## config.mk

```make
export PLATFORM = sky130hd
export DESIGN_NAME = button_event_gen
export DESIGN_NICKNAME = d
export VERILOG_FILES = /design/src/rtl/btn_pkg.sv /design/src/rtl/sync_2ff.sv /design/src/rtl/button_event_gen.sv
export SDC_FILE = /design/constraint.sdc
export NUM_CORES = 1
export LEC_CHECK = 0
export BUFFER_PORTS_ARGS = -buffer_cell sky130_fd_sc_hd__buf_2
export CORE_AREA = 2 2 62 64
export CTS_BUF_LIST = sky130_fd_sc_hd__clkbuf_4
export CTS_CLUSTER_SIZE = 10
export DETAILED_ROUTE_END_ITERATION = 10
export DIE_AREA = 0 0 64 66
export GPL_TIMING_DRIVEN = 0
export HOLD_SLACK_MARGIN = 0.12
export PLACE_DENSITY_LB_ADDON = 0.1
export SLEW_MARGIN = 20
export SYNTH_ARGS = -nofsm -noshare
export SYNTH_HDL_FRONTEND = slang
export SYNTH_SLANG_ARGS = --single-unit
```

## constraint.sdc

```tcl
create_clock -name clk -period 1.8 [get_ports clk]
set_input_delay 0.18 -clock clk [delete_from_list [all_inputs] [get_ports clk]]
set_output_delay 0.18 -clock clk [all_outputs]
set_load 0.02 [all_outputs]
```

## src/rtl/btn_pkg.sv

```systemverilog
// Shared types and defaults for the front-panel button logic.
package btn_pkg;

  typedef enum logic [1:0] {
    IDLE    = 2'd0,
    PRESSED = 2'd1,
    HELD    = 2'd2
  } btn_state_e;

  localparam int unsigned HoldTicksDefault   = 500;
  localparam int unsigned RepeatTicksDefault = 100;

  function automatic int unsigned max_u(input int unsigned a, input int unsigned b);
    return (a > b) ? a : b;
  endfunction

endpackage

```

## src/rtl/sync_2ff.sv

```systemverilog
// Two-flop synchroniser for a single asynchronous level input.
module sync_2ff (
  input  logic clk,
  input  logic reset_n,
  input  logic d,
  output logic q
);

  logic s1;

  always_ff @(posedge clk or negedge reset_n) begin
    if (!reset_n) begin
      s1 <= 1'b0;
      q  <= 1'b0;
    end else begin
      s1 <= d;
      q  <= s1;
    end
  end

endmodule

```

## src/rtl/button_event_gen.sv

```systemverilog
// Turns a debounced button level into single-cycle press, release, long-press and
// auto-repeat events, timed by an external tick enable.
module button_event_gen
  import btn_pkg::*;
#(
  parameter int unsigned HOLD_TICKS   = HoldTicksDefault,
  parameter int unsigned REPEAT_TICKS = RepeatTicksDefault,
  parameter bit          REPEAT_EN    = 1'b1
) (
  input  logic clk,
  input  logic reset_n,
  input  logic pb_db,
  input  logic tick,
  output logic press_pulse,
  output logic release_pulse,
  output logic long_pulse,
  output logic repeat_pulse,
  output logic pressed
);

  localparam int unsigned CNT_W = $clog2(max_u(HOLD_TICKS, REPEAT_TICKS));
  localparam logic [CNT_W-1:0] HoldLast   = CNT_W'(HOLD_TICKS - 1);
  localparam logic [CNT_W-1:0] RepeatLast = CNT_W'(REPEAT_TICKS - 1);

  logic             s2;
  logic             s3;
  logic             rise;
  logic             fall;
  logic             rise_q;
  logic             fall_q;
  btn_state_e       state;
  logic [CNT_W-1:0] cnt;

  sync_2ff u_sync (
    .clk     (clk),
    .reset_n (reset_n),
    .d       (pb_db),
    .q       (s2)
  );

  assign rise    = s2 & ~s3;
  assign fall    = ~s2 & s3;
  assign pressed = s3;

  // Edge strobes are registered so every event lands three cycles after pb_db is sampled.
  always_ff @(posedge clk or negedge reset_n) begin
    if (!reset_n) begin
      s3     <= 1'b0;
      rise_q <= 1'b0;
      fall_q <= 1'b0;
    end else begin
      s3     <= s2;
      rise_q <= rise;
      fall_q <= fall;
    end
  end

  always_ff @(posedge clk or negedge reset_n) begin
    if (!reset_n) begin
      state         <= IDLE;
      cnt           <= '0;
      press_pulse   <= 1'b0;
      release_pulse <= 1'b0;
      long_pulse    <= 1'b0;
      repeat_pulse  <= 1'b0;
    end else begin
      press_pulse   <= 1'b0;
      release_pulse <= 1'b0;
      long_pulse    <= 1'b0;
      repeat_pulse  <= 1'b0;
      case (state)
        IDLE: begin
          if (rise_q) begin
            press_pulse <= 1'b1;
            cnt         <= '0;
            state       <= PRESSED;
          end
        end
        PRESSED: begin
          // Release wins over a coincident tick.
          if (fall_q) begin
            release_pulse <= 1'b1;
            cnt           <= '0;
            state         <= IDLE;
          end else if (tick) begin
            if (cnt == HoldLast) begin
              long_pulse <= 1'b1;
              cnt        <= '0;
              state      <= HELD;
            end else begin
              cnt <= cnt + 1'b1;
            end
          end
        end
        HELD: begin
          if (fall_q) begin
            release_pulse <= 1'b1;
            cnt           <= '0;
            state         <= IDLE;
          end else if (tick) begin
            // Without repeat the counter parks at its last value.
            if (cnt == RepeatLast) begin
              if (REPEAT_EN) begin
                repeat_pulse <= 1'b1;
                cnt          <= '0;
              end
            end else begin
              cnt <= cnt + 1'b1;
            end
          end
        end
        default: begin
          state <= IDLE;
          cnt   <= '0;
        end
      endcase
    end
  end

  a_one_pulse: assert property (@(posedge clk) disable iff (!reset_n)
    $onehot0({press_pulse, release_pulse, long_pulse, repeat_pulse}));

endmodule

```

=== Word-level counts from Yosys, hierarchy flattened ===
Index checks and enable logic that the tools add are counted.

* Logic and storage cells: 55
* Output and inout bits: 5
* Register bits: 20

* Mux-type cells: 26
* Reductions and logical operators: 4
* Add/sub/neg operators: 1
* Bitwise operators: 4
* Equal/unequal tests: 9

{| class="wikitable"
|+ Operators by type and width
! cell !! number
|-
| 2-to-1 mux 9 bit || 7
|-
| case mux 9 bit (3 select lines) || 1
|-
| 2-to-1 mux 1 bit || 12
|-
| 2-to-1 mux 2 bit || 5
|-
| adder 9 x 1 -> 9 bit (second input constant) || 1
|-
| == test 9 x 7 -> 1 bit (second input constant) || 1
|-
| == test 9 bit (second input constant) || 1
|-
| != test 3 bit (second input constant) || 3
|-
| case mux 2 bit (3 select lines) || 1
|-
| != test 2 bit (second input constant) || 2
|-
| AND reduction 4 bit || 1
|-
| AND reduction 3 bit || 1
|-
| AND 1 bit || 2
|-
| == test 2 x 1 -> 1 bit (second input constant) || 1
|-
| == test 2 bit (second input constant) || 1
|-
| logical NOT 2 bit || 1
|-
| inverter 1 bit || 2
|-
| OR reduction 2 bit || 1
|}

=== Depth between registers and ports, before layout ===
* Depth after elaboration: 5
* Gate-level depth with buffers: 8
* Gate-level depth less buffers: 7

=== Modules after synthesis ===
Synthesis repeated with hierarchy kept, for this count alone.

* Cell total of the unflattened synthesis: 106
* Area total of the unflattened synthesis: 1073.5 um^2

{| class="wikitable"
|+ Modules (own cells, without submodules)
! module !! area an instance (um^2) !! times used !! cells each !! seq. area each (um^2)
|-
| button_event_gen || 1023.5 || 1 || 104 || 450.4
|-
| sync_2ff || 50.0 || 1 || 2 || 50.0
|}

=== Worst setup path after synthesis ===
Ideal clock, no wire load.

* Path type: reg-to-reg
* From: reg state[0]
* To: reg cnt[8]
* Cell stages (with the launch flop): 9
* Data arrival time: 1.464 ns
* Path buffers: 1
* Data required time: 1.670 ns
* Path slack: 0.206 ns
* Clock period less this slack: 1.594 ns
* Cell sequence: dfrtp_1 -> inv_1 -> ha_1 -> nor2_1 -> o32ai_1 -> buf_2 -> and2_1 -> a41oi_1 -> o31ai_1

* Cells in the longest elaborated chain, start to end: 3

{| class="wikitable"
|+ RTL lines
! element !! RTL line !! RTL
|-
| from (decl) || button_event_gen.sv:31 || <nowiki>btn_state_e state;</nowiki>
|-
| from (signal assigned) || button_event_gen.sv:60 || <nowiki>state <= IDLE;</nowiki>
|-
| from (signal assigned) || button_event_gen.sv:76 || <nowiki>state <= PRESSED;</nowiki>
|-
| from (signal assigned) || button_event_gen.sv:84 || <nowiki>state <= IDLE;</nowiki>
|-
| == test 2 bit, or another cell as far along || button_event_gen.sv:71 || <nowiki>case (state)</nowiki>
|-
| != test 3 bit (no source line) or != test 2 bit (tied branches) || n/a ||
|-
| AND reduction 3 bit (no source line) || n/a ||
|-
| to (signal assigned) || button_event_gen.sv:91 || <nowiki>cnt <= cnt + 1'b1;</nowiki>
|-
| to (signal assigned) || button_event_gen.sv:108 || <nowiki>cnt <= cnt + 1'b1;</nowiki>
|-
| to (decl) || button_event_gen.sv:32 || <nowiki>logic [CNT_W-1:0] cnt;</nowiki>
|}

Several ways; a longest one is shown, not always the timed one.
A chain may end at the register's enable or synchronous reset.

=== Worst setup path in the final report ===
* From: reg state[0]
* To: reg cnt[7]

The elaborated chain is that of the path after synthesis.

==> PnR_summary.wiki <==
{| class="wikitable"
! Metric !! Value
|-
| TritonCTS Buffers || 3
|-
| Reported max-cap violation count || 0
|-
| Violation count after the first detailed-routing iteration || 29
|-
| Cell internal power dissipation || 0.8108 mW
|-
| Dominant register cell in the synthesized netlist || sky130_fd_sc_hd__dfrtp_1
|-
| Overall track demand over capacity in global routing || 10.93%
|-
| Wire length reported by the detailed router || 2141 um
|-
| Final period utilization || 96.43%
|-
| Combined buffer and inverter count along the critical path || 2
|-
| Maximum clock rate || 576.1 MHz
|-
| Global-route wire length before repair || 3581 um
|-
| Worst hold stages || 2
|-
| Horizontal die dimension || 64 um
|-
| Reg-to-reg slack, setup || 60 ps
|-
| Startpoint of the worst-slack reg-to-reg timing path || state[0]
|-
| Clock tree from TritonCTS || done
|-
| Root Driver || sky130_fd_sc_hd__clkbuf_4
|-
| Top cells by area in the synthesized netlist || sky130_fd_sc_hd__dfrtp_1 50%, sky130_fd_sc_hd__ha_1 5.0%, sky130_fd_sc_hd__nand2_1 3.7%
|-
| Worst-case clock buffer depth || 2
|-
| Area enclosed by the die boundary || 4224 um2
|-
| Routed wirelength normalized by instance count || 13.05 um
|-
| Post-synthesis async set-or-reset flop share || 100.0%
|-
| Initial antenna violation count || 0
|-
| Total power density per cell area || 1064 nW/um2
|-
| Switching power as a share of total power || 39.44%
|-
| Flip-flop and latch count after synthesis || 20
|-
| Post-Route Skew || 1.425 ps
|-
| Endpoint kind of the worst setup timing path || flop
|-
| Status || finished, final reports clean
|-
| Most frequent cell after synthesis || sky130_fd_sc_hd__dfrtp_1
|-
| Slowest library cell on the worst path || sky130_fd_sc_hd__dfrtp_1
|-
| Placer Congestion || 0.7424
|-
| Final critical delay including setup and external delays || 1736 ps
|-
| Relative contribution of the clock network to total power || 16.5%
|-
| Category of the most critical setup path || flop to flop
|-
| Leakage power || 0.5086 nW
|-
| Vias per cell || 4.793
|-
| Total clock sinks || 20
|-
| Class of the most critical hold timing path || input pin to flop
|-
| Delay of the slowest cell on the worst path || 390 ps
|-
| Total standard cell area after synthesis || 1010 um2
|-
| Initial Util || 28.44%
|-
| Count of unresolved DRC violations after routing || 0
|-
| Top cell type's share of synthesized area || 49.57%
|-
| Worst Path Arrival || 1950 ps
|-
| Area growth syn-to-layout || 24.66%
|-
| Count of flip-flops with a built-in enable after synthesis || 0
|-
| Clock Latency Late Sink || 300 ps
|-
| Number of levels in the clock H-tree || 1
|-
| Final-report hold violation count || 0
|-
| Final hold slack || 185.0 ps
|-
| Worst min-delay path startpoint || tick
|-
| Share of post-route cells with drive strength above 1 || 27.59%
|-
| Number of pins exceeding their max-slew limit in the final report || 0
|-
| Max-Slew Margin vs Limit || 69.59%
|-
| Ys Warns || 0
|-
| Clk pin slew, worst setup/hold paths || 120 ps
|-
| Dpl hpwl || 1477 um
|-
| Largest delay contributor family on the critical path || compound AO/OA/AOI/OAI gates
|-
| Maximum number of pins on one net before global-route repair || 21
|-
| Synth unique cells || 33
|-
| Synthesized instance count || 100
|-
| Remaining antenna violation count after routing || 0
|-
| Vertical die dimension || 66 um
|-
| End point of the most critical hold path || repeat_pulse
|-
| Combinational fraction of design power || 44.0%
|-
| FF-to-FF End || cnt[7]
|-
| Peak fanout along the critical path || 7
|-
| Sequential-to-total area share from yosys stat || 49.57%
|-
| Vias post-DR || 786
|-
| Aggregate global routing overflow || 0
|-
| Slew @ Worst Pin || 456.1 ps
|-
| Net count after synthesis || 108
|-
| Req. time, crit path || 2020 ps
|-
| Crit-path cells || inv_1 > ha_2 > nor2b_4 > o41ai_4 > o311ai_4 > buf_6 > nand3_4 > o31ai_4
|-
| Top post-synthesis cells by count || 20 x sky130_fd_sc_hd__dfrtp_1, 10 x sky130_fd_sc_hd__nand2_1, 8 x sky130_fd_sc_hd__inv_1
|-
| Total Nets Final || 125
|-
| Number of top-level pins || 9
|-
| ANT cells || 0
|-
| IO Port Bufs || 8
|-
| Row Count || 22
|-
| Total power || 1.339 mW
|-
| Seq pwr share || 39.5%
|-
| Largest area contributor in the synthesized netlist || sky130_fd_sc_hd__dfrtp_1
|-
| Core outline area || 3551 um2
|-
| Setup violation total in the final timing report || 0
|-
| Synthesized area per cell || 10.10 um2
|-
| Depth of the worst register-to-register path || 8
|-
| Pre-Repair DR Iteration Count || 4
|-
| Via count of the first global-routing pass || 803
|-
| Kind of launch point of the worst setup path || flop
|-
| Switching power || 0.5281 mW
|-
| IR drop worst, VDD || 361.5 uV
|}
-- cells by family after synthesis --
| family | synth area share, % |
|---|---|
| simple gates | 23.67 |
| compound gates | 17.35 |
| flops | 49.57 |
| buf+inv | 3.469 |
| fa+ha+maj | 4.957 |
| mux | 0.9914 |
-- routing by layer --
layer	up-vias	global-route usage (%)	wire length, um
li1	389	-	-
met4	0	5.163	13
met3	2	2.385	60
met5	-	0	0
met1	385	13.83	1086
met2	10	17.71	980
-- how the worst max path moves through the flow --
stage	slack, ps	end	cells past startpoint	from
final	60	cnt[7]	8	state[0]
after floorplan	210	cnt[8]	8	state[0]
after global placement	-100	cnt[3]	8	state[1]
after CTS	30	cnt[7]	6	cnt[0]
after global routing	-0.3	cnt[7]	8	state[0]
after detailed placement	-80	cnt[3]	8	state[1]
-- cell type report --
class	instances	area, um2
fill	370	2292
multi-input combinational	71	554.3
sequential	20	501.7
timing repair buffer	12	78.83
tap	48	60.06
inverter	8	30.03
clock buffer	3	22.52
buffer	1	7.507
clock inverter	1	3.754
-- per-stage QoR --
step	setup TNS (ps)	setup slack, ps	instances	area [um2]	utilization [%]
2_1_floorplan	0	206.4	100	1010	-
3_3_place_gp	-292.1	-95.38	156	1110	31.25
3_5_place_dp	-200.9	-77.09	156	1110	31.25
4_1_cts	0	33.44	162	1166	32.84
5_1_grt	-0.3160	-0.3160	164	1259	35.45
6_report	0	64.27	164	1259	35.45
-- placed cells by master (no fill, tap or decap), types with 2 or more instances in the layout --
cell	n
sky130_fd_sc_hd__o21ai_1	2
sky130_fd_sc_hd__ha_2	3
sky130_fd_sc_hd__o22ai_1	3
sky130_fd_sc_hd__nor2b_1	3
sky130_fd_sc_hd__buf_2	8
sky130_fd_sc_hd__a31oi_1	2
sky130_fd_sc_hd__nor2_1	3
sky130_fd_sc_hd__dlygate4sd3_1	2
sky130_fd_sc_hd__a21oi_1	5
sky130_fd_sc_hd__and3_1	2
sky130_fd_sc_hd__nand3_1	5
sky130_fd_sc_hd__nand2_1	10
sky130_fd_sc_hd__clkbuf_4	3
sky130_fd_sc_hd__inv_1	8
sky130_fd_sc_hd__o21ai_0	3
sky130_fd_sc_hd__nor3_1	3
sky130_fd_sc_hd__and2_1	3
sky130_fd_sc_hd__dfrtp_1	19
sky130_fd_sc_hd__buf_4	2
-- power by group through the flow --
| stage | Combinational [mW] | Sequential (mW) | Clock, mW |
|---|---|---|---|
| after floorplan | 0.340 | 0.541 | 0 |
| after global placement | 0.464 | 0.535 | 0 |
| after detailed placement | 0.472 | 0.536 | 0 |
| after CTS | 0.489 | 0.527 | 0.233 |
| after global routing | 0.642 | 0.537 | 0.256 |
| final | 0.589 | 0.529 | 0.221 |
-- registers in the layout (all words and copies together) (netlist names) --
register / flops
fall_q: 1
long_pulse: 1
release_pulse: 1
u_sync.s1: 1
pressed: 1
u_sync.q: 1
rise_q: 1
press_pulse: 1
repeat_pulse: 1
cnt: 9
state: 2
-- repair_timing --
item,4_1_cts,5_1_grt
hold buffers,2,0
gates resized for setup,2,17
endpoints found under the setup margin,6,9
buffers inserted,0,2
pin swaps,1,1
endpoints found under the hold margin,21,0
gates cloned,0,0
Power figures use the tool's default switching activity.
